===== config.mk =====
export PLATFORM = sky130hd
export DESIGN_NAME = fetch_ctrl
export DESIGN_NICKNAME = d
export VERILOG_FILES = /design/src/rtl/fetch_ctrl.sv
export SDC_FILE = /design/constraint.sdc
export NUM_CORES = 1
export LEC_CHECK = 0
export CORE_MARGIN = 3
export CORE_UTILIZATION = 49
export CTS_CLUSTER_SIZE = 40
export DETAILED_ROUTE_END_ITERATION = 8
export GPL_ROUTABILITY_DRIVEN = 0
export PLACE_DENSITY_LB_ADDON = 0.15
export SYNTH_ARGS = -nofsm -noshare
export SYNTH_HDL_FRONTEND = slang
export SYNTH_SLANG_ARGS = --single-unit

===== constraint.sdc =====
create_clock -name clk -period 2.8 [get_ports clk]
set_clock_uncertainty 0.15 [all_clocks]
set_input_delay 0.56 -clock clk [delete_from_list [all_inputs] [get_ports clk]]
set_output_delay 0.56 -clock clk [all_outputs]
set_load 0.05 [all_outputs]

===== src/rtl/fetch_ctrl.sv =====
// fetch_ctrl: fetch PC sequencer, 1-cycle imem requests and tagged instruction FIFO to decode.
// Optional counters enabled by defining FETCH_PERF_EN.
`default_nettype none

module fetch_ctrl #(
   parameter logic [31:0] RESET_PC   = 32'h0000_0000,
   parameter int          FIFO_DEPTH = 2
) (
   input  logic        clk,
   input  logic        reset,
   input  logic        redirect_valid,
   input  logic [31:0] redirect_pc,
   input  logic        halt_req,
   output logic        imem_req,
   output logic [31:0] imem_addr,
   input  logic [31:0] imem_rdata,
   output logic        out_valid,
   output logic [31:0] out_pc,
   output logic [31:0] out_instr,
   input  logic        dec_ready,
   output logic        halted,
   output logic [31:0] perf_fetched,
   output logic [31:0] perf_stall
);

   localparam int PTR_W = (FIFO_DEPTH > 1) ? $clog2(FIFO_DEPTH) : 1;
   localparam int CNT_W = PTR_W + 1;

   typedef enum logic [1:0] {
      ST_RUN    = 2'd0,
      ST_DRAIN  = 2'd1,
      ST_HALTED = 2'd2
   } state_t;

   state_t             state_q, state_d;
   logic               halted_q;
   logic [31:0]        fetch_pc_q;
   logic               inflight_q;
   logic [31:0]        inflight_pc_q;
   logic [31:0]        pc_mem_q    [FIFO_DEPTH];
   logic [31:0]        instr_mem_q [FIFO_DEPTH];
   logic [PTR_W-1:0]   rd_ptr_q, wr_ptr_q;
   logic [CNT_W-1:0]   count_q;

   logic               pop;
   logic               push;
   logic               issue;
   logic [CNT_W-1:0]   used_slots;
   logic [1:0]         unused_redir_lsb;

   assign unused_redir_lsb = redirect_pc[1:0];

   assign out_valid = (count_q != '0);
   assign out_pc    = pc_mem_q[rd_ptr_q];
   assign out_instr = instr_mem_q[rd_ptr_q];
   assign halted    = halted_q;

   assign pop = out_valid && dec_ready;

   // A slot being popped this cycle is already free for the request issued now.
   assign used_slots = count_q + CNT_W'(inflight_q) - CNT_W'(pop);
   assign issue      = reset && (state_q == ST_RUN) && !halt_req && !redirect_valid &&
                       (used_slots < CNT_W'(FIFO_DEPTH));
   assign push       = inflight_q && !redirect_valid;

   assign imem_req  = issue;
   assign imem_addr = fetch_pc_q;

   always_comb begin
      state_d = state_q;
      case (state_q)
         ST_RUN: begin
            if (halt_req) state_d = ST_DRAIN;
         end
         ST_DRAIN: begin
            if (!halt_req)                           state_d = ST_RUN;
            else if (!inflight_q && count_q == '0)   state_d = ST_HALTED;
         end
         ST_HALTED: begin
            if (!halt_req) state_d = ST_RUN;
         end
         default: state_d = ST_RUN;
      endcase
   end

   always_ff @(posedge clk or negedge reset) begin
      if (!reset) begin
         state_q       <= ST_RUN;
         halted_q      <= 1'b0;
         fetch_pc_q    <= RESET_PC;
         inflight_q    <= 1'b0;
         inflight_pc_q <= '0;
         rd_ptr_q      <= '0;
         wr_ptr_q      <= '0;
         count_q       <= '0;
         for (int i = 0; i < FIFO_DEPTH; i++) begin
            pc_mem_q[i]    <= '0;
            instr_mem_q[i] <= '0;
         end
      end else begin
         state_q    <= state_d;
         halted_q   <= (state_d == ST_HALTED);
         inflight_q <= issue;
         if (issue) begin
            inflight_pc_q <= fetch_pc_q;
            fetch_pc_q    <= fetch_pc_q + 32'd4;
         end
         // Redirect flushes the buffer and drops the response landing this cycle.
         if (redirect_valid) begin
            fetch_pc_q <= {redirect_pc[31:2], 2'b00};
            rd_ptr_q   <= '0;
            wr_ptr_q   <= '0;
            count_q    <= '0;
         end else begin
            if (push) begin
               pc_mem_q[wr_ptr_q]    <= inflight_pc_q;
               instr_mem_q[wr_ptr_q] <= imem_rdata;
               wr_ptr_q              <= wr_ptr_q + 1'b1;
            end
            if (pop) rd_ptr_q <= rd_ptr_q + 1'b1;
            count_q <= count_q + CNT_W'(push) - CNT_W'(pop);
         end
      end
   end

`ifdef FETCH_PERF_EN
   logic [31:0] perf_fetched_q;
   logic [31:0] perf_stall_q;

   always_ff @(posedge clk or negedge reset) begin
      if (!reset) begin
         perf_fetched_q <= '0;
         perf_stall_q   <= '0;
      end else begin
         if (pop)                             perf_fetched_q <= perf_fetched_q + 32'd1;
         if (!out_valid && state_q == ST_RUN) perf_stall_q   <= perf_stall_q + 32'd1;
      end
   end

   assign perf_fetched = perf_fetched_q;
   assign perf_stall   = perf_stall_q;
`else
   assign perf_fetched = 32'd0;
   assign perf_stall   = 32'd0;
`endif

endmodule

`default_nettype wire


==> flow_summary.json, run 1 <==
{
  "detail_route.vias_per_cell": 5.30,
  "synthFlopType": "sky130_fd_sc_hd__dfrtp_1",
  "cellLeakagePower_nw": 5.13,
  "startpoint_type": "primary input",
  "cap_violations": 0,
  "first_pass_iters": 4,
  "syn_avg_cell_area_um2": 12.7,
  "use_met1": 0.273,
  "critical-path-slowest-cell": "sky130_fd_sc_hd__clkdlybuf4s50_1",
  "p_seq_frac": 0.348,
  "place.port_buffers": 161,
  "postSynthRegisterBits": 192,
  "irDropWorstVdd_uv": 597,
  "grtUsageMet2": 0.322,
  "relSlewSlack": 0.442,
  "internal-power_mw": 6.93,
  "data_arrival_time_of_the_worst_path_ps": 1960,
  "busiest_layer": "met2",
  "crit_buf_inv": 4,
  "synth_edf_count": 0,
  "maxClockFrequency_mhz": 375,
  "first_pass_grt_wire_length_um": 31700,
  "crit_path_max_fanout": 5,
  "numCtsBuffers": 17,
  "grt.met3_usage": 0.0339,
  "critical_path_class": "in -> out",
  "crit_path_max_incr_delay_ps": 520,
  "htree_num_levels": 4,
  "cts_tree": "built",
  "timing.final.crit_period_ps": 2670,
  "syn_inst": 711,
  "critical_path_cell_count": 7,
  "setup_ws_ps": 132,
  "pin_count": 232,
  "chipWidth_um": 142,
  "design.final.nets": 949,
  "num_antenna_cells": 0,
  "synth_seq_area_share": 0.530,
  "power.switching_fraction": 0.427,
  "drt.antenna.violating_nets": 0,
  "synth.cell_area_um2": 9060,
  "worst_pin_slew_ps": 837,
  "post-place-ws_ps": -74.6,
  "maximum_number_of_pins_on_one_net_before_global_route_repair": 67,
  "worstPathRequired_ps": 2090,
  "final-hold-violation-count": 0,
  "critical_path.startpoint": "dec_ready",
  "overflow": 0,
  "drt-initial-drc-count": 297,
  "die_boundary_height_um": 142,
  "post_route_cells_drive_above_1_share": 0.384,
  "ff2ff_setup_slack_ps": 460,
  "timing.hold.worst.class": "in -> async",
  "via_count": 5933,
  "setup_viol": 0,
  "dieArea_um2": 20200,
  "cts.clk_slew.worst_paths_ps": 70,
  "final_min_period_over_clock_period": 0.953,
  "clock_sink_count": 192,
  "dp_hpwl_um": 13700,
  "remaining_drc_errors": 0,
  "crit_family": "buffers and inverters",
  "ff2ff_path_depth": 6,
  "rsz0062_at_grt": "false",
  "routed_wl_um": 19500,
  "placeableCoreArea_um2": 18100,
  "layout-area-overhead-vs-synth_pct": 23.6,
  "drv_slew": 0,
  "setup.worst_path.end_class": "output port",
  "yosysWarnings": 0,
  "power.switching_mw": 5.16,
  "clock_path_buffers": 2,
  "clk_latency_ps": 420,
  "track_usage": 0.197,
  "share_clk_of_total_power": 0.186,
  "routed_wire_length_per_instance_um": 17.5,
  "root_buffer": "sky130_fd_sc_hd__clkbuf_16",
  "crit_chain": "clkdlybuf4s50_1 -> and2b_1 -> mux2i_1 -> buf_4 -> o21ai_4 -> inv_2 -> buf_12",
  "crit-reg2reg-launch": "imem_addr[4]",
  "crit_end": "imem_req",
  "p_per_area_nw_per_um2": 1080,
  "initial_utilization": 0.501,
  "synth-async-reset-ratio": 1.00,
  "placementRows": 49,
  "pwr-share-comb": 0.466,
  "rr_endpoint": "imem_addr[15]",
  "yosys.cell_types.count": 46,
  "fin_util": 0.619,
  "grt_antenna_before_repair": 0,
  "status": "finished clean",
  "first_global_vias": 6103
}
cell families (layout without fill, tap and decap cells):
group / after synthesis / after routing / share of synthesized area
AOI/OAI and AO/OA: 68 / 68 / 0.0482
xor gates and xnor gates: 14 / 14 / 0.0135
adders and majority gates: 3 / 3 / 0.00414
buffers and inverters: 113 / 225 / 0.0783
DFF: 192 / 192 / 0.530
muxes: 212 / 212 / 0.263
other: 1 / 68 / 0.000414
and+or+nand+nor: 108 / 108 / 0.0621
sequential cells by signal, indices dropped and copies added, names as in the netlist:
register and cells:
wr_ptr_q 1, state_q 2, pc_mem_q 60, inflight_pc_q 30
count_q 2, halted 1, rd_ptr_q 1, inflight_q 1
imem_addr 30, instr_mem_q 64
final cells by class:
class,count,area (µm²)
inverters,10,37.5
multi-input cells,473,3840
repair buffers,183,1690
clock inverters,15,125
well taps,229,287
flip-flops and latches,192,4810
clock buffers,17,425
fillers,1450,6880
placed cells by master, fill, tap and decap left out, types with 2 or more instances in the layout:
master,synthesis,final
sky130_fd_sc_hd__xor2_1,6,6
sky130_fd_sc_hd__a21boi_0,2,2
sky130_fd_sc_hd__clkdlybuf4s50_1,0,97
sky130_fd_sc_hd__clkbuf_16,0,17
sky130_fd_sc_hd__o31ai_1,6,6
sky130_fd_sc_hd__mux2i_1,2,2
sky130_fd_sc_hd__nor3b_1,2,2
sky130_fd_sc_hd__nand4_1,5,5
sky130_fd_sc_hd__inv_2,1,2
sky130_fd_sc_hd__o21ai_0,27,27
sky130_fd_sc_hd__clkinv_4,0,5
sky130_fd_sc_hd__nand2b_1,4,4
sky130_fd_sc_hd__mux2_2,210,210
sky130_fd_sc_hd__nor4_2,1,2
sky130_fd_sc_hd__buf_4,70,80
sky130_fd_sc_hd__dfrtp_1,192,191
sky130_fd_sc_hd__or3_1,10,10
sky130_fd_sc_hd__xnor2_1,8,8
sky130_fd_sc_hd__o2111ai_1,6,6
sky130_fd_sc_hd__nor3_1,3,3
sky130_fd_sc_hd__a31oi_1,16,16
sky130_fd_sc_hd__nand2_1,27,27
sky130_fd_sc_hd__inv_6,0,6
sky130_fd_sc_hd__ha_1,3,3
sky130_fd_sc_hd__and3_1,2,2
sky130_fd_sc_hd__nor2_1,23,22
sky130_fd_sc_hd__and2_1,3,4
sky130_fd_sc_hd__conb_1,1,68
sky130_fd_sc_hd__inv_1,9,8
sky130_fd_sc_hd__nand3_1,12,11
sky130_fd_sc_hd__o211ai_1,5,5
sky130_fd_sc_hd__buf_12,0,5
sky130_fd_sc_hd__or2_2,2,2
sky130_fd_sc_hd__clkinv_2,0,2
sky130_fd_sc_hd__or4_1,7,7
synthesized netlist by cell type (2+ instances only):
| library cell | number | share of area |
|---|---|---|
| sky130_fd_sc_hd__o21ai_0 | 27 | 0.015 |
| sky130_fd_sc_hd__clkbuf_1 | 16 | 0.0066 |
| sky130_fd_sc_hd__ha_1 | 3 | 0.0041 |
| sky130_fd_sc_hd__o31ai_1 | 6 | 0.0050 |
| sky130_fd_sc_hd__or3_1 | 10 | 0.0069 |
| sky130_fd_sc_hd__inv_1 | 9 | 0.0037 |
| sky130_fd_sc_hd__buf_1 | 4 | 0.0017 |
| sky130_fd_sc_hd__a31oi_1 | 16 | 0.011 |
| sky130_fd_sc_hd__nor3b_1 | 2 | 0.0017 |
| sky130_fd_sc_hd__mux2_2 | 210 | 0.26 |
| sky130_fd_sc_hd__nor2_1 | 23 | 0.0095 |
| sky130_fd_sc_hd__nand4_1 | 5 | 0.0035 |
| sky130_fd_sc_hd__dfrtp_1 | 192 | 0.53 |
| sky130_fd_sc_hd__a21boi_0 | 2 | 0.0017 |
| sky130_fd_sc_hd__nand3_1 | 12 | 0.0066 |
| sky130_fd_sc_hd__or2_2 | 2 | 0.0014 |
| sky130_fd_sc_hd__and2_1 | 3 | 0.0021 |
| sky130_fd_sc_hd__or4_1 | 7 | 0.0058 |
| sky130_fd_sc_hd__xor2_1 | 6 | 0.0058 |
| sky130_fd_sc_hd__o2111ai_1 | 6 | 0.0058 |
| sky130_fd_sc_hd__and3_1 | 2 | 0.0014 |
| sky130_fd_sc_hd__buf_2 | 12 | 0.0066 |
| sky130_fd_sc_hd__mux2i_1 | 2 | 0.0022 |
| sky130_fd_sc_hd__nor3_1 | 3 | 0.0017 |
| sky130_fd_sc_hd__nand2b_1 | 4 | 0.0028 |
| sky130_fd_sc_hd__o211ai_1 | 5 | 0.0041 |
| sky130_fd_sc_hd__buf_4 | 70 | 0.058 |
| sky130_fd_sc_hd__nand2_1 | 27 | 0.011 |
| sky130_fd_sc_hd__xnor2_1 | 8 | 0.0077 |
power groups by stage:
stage          Clock, mW  Combinational, mW  Sequential (mW)
2_1_floorplan          0               4.10             4.21
3_3_place_gp           0               5.58             4.17
3_5_place_dp           0               5.65             4.26
4_1_cts             2.31               5.68             4.21
5_1_grt             2.44               5.92             4.34
6_report            2.25               5.64             4.21
how the worst min path moves through the flow:
stage                                  to  slack (ps)  cells after the start
after floorplan                count_q[0]         110                      0
after global placement         state_q[0]         310                      1
after detailed placement  instr_mem_q[26]         340                      1
after CTS                     pc_mem_q[4]         240                      2
after global routing          pc_mem_q[7]         270                      2
final                     instr_mem_q[60]         210                      2
repair_timing:
| action | 4_1_cts | 5_1_grt |
|---|---|---|
| endpoints found under the hold margin | 0 | 0 |
| pin swaps | 1 | 2 |
| gates resized for setup | 1 | 3 |
| setup endpoints to repair | 1 | 1 |
| setup buffers | 1 | 1 |
| hold buffers | 0 | 0 |
through the flow:
stage / total power [mW] / hold WS, ps / instances / area [µm²] / setup TNS [ps]
2_1_floorplan: 8.30 / 114 / 778 / 9310 / 0
3_3_place_gp: 9.75 / 312 / 1085 / 10600 / -36.4
3_5_place_dp: 9.91 / 337 / 1085 / 10600 / -342
4_1_cts: 12.2 / 236 / 1118 / 11200 / 0
5_1_grt: 12.7 / 265 / 1119 / 11200 / 0
6_report: 12.1 / 215 / 1119 / 11200 / 0
layer usage:
metal,up-vias,routed length (µm)
met1,2978,8860
li1,2726,-
met5,-,0
met2,210,9410
met4,0,267
met3,19,998
(Power assumes the default switching activity.)
==> run 2, diff against run 1 <==
Settings changed: REMOVE_ABC_BUFFERS from default to 1, SETUP_SLACK_MARGIN from default to 0.05.
==> run 2 against run 1 <==
Compared with the run above:
- first-iteration DRC count down 24%
- die area unchanged
- flip-flop and latch count unchanged
- critical path type unchanged
- highest routed layer unchanged
==> flow_summary.json, run 2 (synthesis gave the netlist of run 1 again) <==
{
  "overflow": 0,
  "power.switching_fraction": 0.409,
  "die_boundary_height_um": 142,
  "irDropWorstVdd_uv": 575,
  "routed_wire_length_per_instance_um": 17.8,
  "worst_pin_slew_ps": 691,
  "via_count": 5873,
  "pin_count": 232,
  "dieArea_um2": 20200,
  "routed_wl_um": 20100,
  "placeableCoreArea_um2": 18100,
  "timing.final.crit_period_ps": 2630,
  "largest_register": "instr_mem_q",
  "fin_util": 0.631,
  "design.final.nets": 956,
  "first_pass_iters": 6,
  "setup_viol": 0,
  "power.switching_mw": 5.13,
  "placement.cell_area_um2": 10700,
  "cellLeakagePower_nw": 5.24,
  "first_pass_grt_wire_length_um": 31700,
  "relSlewSlack": 0.540,
  "ff2ff_setup_slack_ps": 390,
  "drt-initial-drc-count": 226,
  "placementRows": 49,
  "setup.worst_path.end_class": "output port",
  "chipWidth_um": 142,
  "post_route_cells_drive_above_1_share": 0.387,
  "data_arrival_time_of_the_worst_path_ps": 1920,
  "track_usage": 0.199,
  "place.port_buffers": 161,
  "final-hold-violation-count": 0,
  "startpoint_type": "primary input",
  "hold_ws_ps": 95.7,
  "htree_num_levels": 4,
  "remaining_drc_errors": 0,
  "cts.clk_slew.worst_paths_ps": 70,
  "dp_hpwl_um": 14100,
  "worstPathRequired_ps": 2090,
  "finalInstanceArea_um2": 11400,
  "crit_chain": "clkdlybuf4s50_1 -> and2b_1 -> mux2i_1 -> buf_4 -> o21ai_4 -> inv_1 -> buf_12",
  "p_per_area_nw_per_um2": 1100,
  "grt_antenna_before_repair": 0,
  "maximum_number_of_pins_on_one_net_before_global_route_repair": 55,
  "first_global_vias": 6059,
  "drv_slew": 0,
  "layout.cells.most_common": "sky130_fd_sc_hd__mux2_2",
  "initial_utilization": 0.501,
  "crit_path_max_fanout": 4,
  "critical-path-slowest-cell": "sky130_fd_sc_hd__clkdlybuf4s50_1",
  "internal-power_mw": 7.42,
  "maxClockFrequency_mhz": 380,
  "final_min_period_over_clock_period": 0.940,
  "rsz0062_at_grt": "false",
  "pwr-share-comb": 0.452,
  "clock_sink_count": 192,
  "clock_path_buffers": 2,
  "root_buffer": "sky130_fd_sc_hd__clkbuf_16",
  "share_clk_of_total_power": 0.213,
  "critical_path_class": "in -> out",
  "drt.antenna.violating_nets": 0,
  "timing.hold.worst.class": "in -> async",
  "detail_route.vias_per_cell": 5.22,
  "cts_tree": "built",
  "clk_latency_ps": 430,
  "p_seq_frac": 0.336,
  "layout.cells.most_common_list": "sky130_fd_sc_hd__mux2_2 (210), sky130_fd_sc_hd__dfrtp_1 (191), sky130_fd_sc_hd__clkdlybuf4s50_1 (96)",
  "total_power_mw": 12.6,
  "biggestRegsByFlops": "instr_mem_q: 64 flops, pc_mem_q: 60 flops",
  "status": "finished clean",
  "crit_path_max_incr_delay_ps": 510,
  "numCtsBuffers": 17,
  "largest_register_ffs": 64,
  "layout-area-overhead-vs-synth_pct": 25.8,
  "cap_violations": 0,
  "num_antenna_cells": 0
}
## run 2: changes by cell type in the layout (fill, tap and decap cells not counted), moves of 2 or more
| cell | before | now |
|---|---|---|
| sky130_fd_sc_hd__buf_12 | 5 | 7 |
| sky130_fd_sc_hd__buf_4 | 80 | 84 |
| sky130_fd_sc_hd__bufinv_16 | 0 | 5 |
| sky130_fd_sc_hd__clkinv_4 | 5 | 1 |
## run 2: timing repair
| item | CTS | global route |
|---|---|---|
| hold buffers | 0 | 0 |
| setup buffers | 1 | 1 |
| setup endpoints to repair | 2 | 1 |
| resized for setup | 2 | 3 |
| pin swaps | 0 | 1 |
| cloned | 0 | 0 |
## run 2: final cells by class
class	count	area, µm²
clock inverter	14	224
timing repair buffer	190	1770
inverter	10	37.5
sequential	192	4810
tap	229	287
multi-input combinational	473	3840
fill	1414	6680
clock buffer	18	429
## run 2: final timing paths
check / from / cells after the start / endpoint
setup / recovery: dec_ready / 7 / imem_req
hold / removal: reset / 2 / pc_mem_q[35]
setup reg to reg: inflight_q / 8 / imem_addr[23]
hold reg to reg: inflight_pc_q[12] / 2 / inflight_pc_q[12]
max in group asynchronous: reset / 3 / imem_addr[18]
min in group clk: halt_req / 2 / state_q[0]
## run 2: per-stage QoR
stage / instances / setup TNS, ps / setup WS, ps
after CTS: 1125 / 0 / 77.8
after global placement: 1092 / -1.15 / -1.15
after global routing: 1126 / 0 / 110
after detailed placement: 1092 / -244 / -67.5
after floorplan: 675 / -135580 / -1530
final: 1126 / 0 / 168
## run 2: routing by layer
layer	up-vias	wire [µm]	track usage	part of all wire
met5	-	0	0	0
met1	2962	9090	0.263	0.45
met4	0	231	0.0545	0.012
met2	152	10000	0.338	0.50
li1	2743	-	-	-
met3	16	741	0.0380	0.037
## run 2: worst max-delay path, delay by kind of cell
kind | cells | cell delay (ps)
AND/OR/NAND/NOR | 1 | 200
buffers and inverters | 4 | 930
multiplexers | 1 | 110
AO/OA/AOI/OAI | 1 | 120
## run 2: power groups by stage
stage | clock network [mW] | logic (mW) | registers, mW
after detailed placement | 0 | 5.63 | 4.29
final | 2.67 | 5.67 | 4.21
after global placement | 0 | 5.55 | 4.20
after floorplan | 0 | 3.90 | 4.29
after global routing | 2.84 | 5.94 | 4.35
after CTS | 2.73 | 5.70 | 4.22
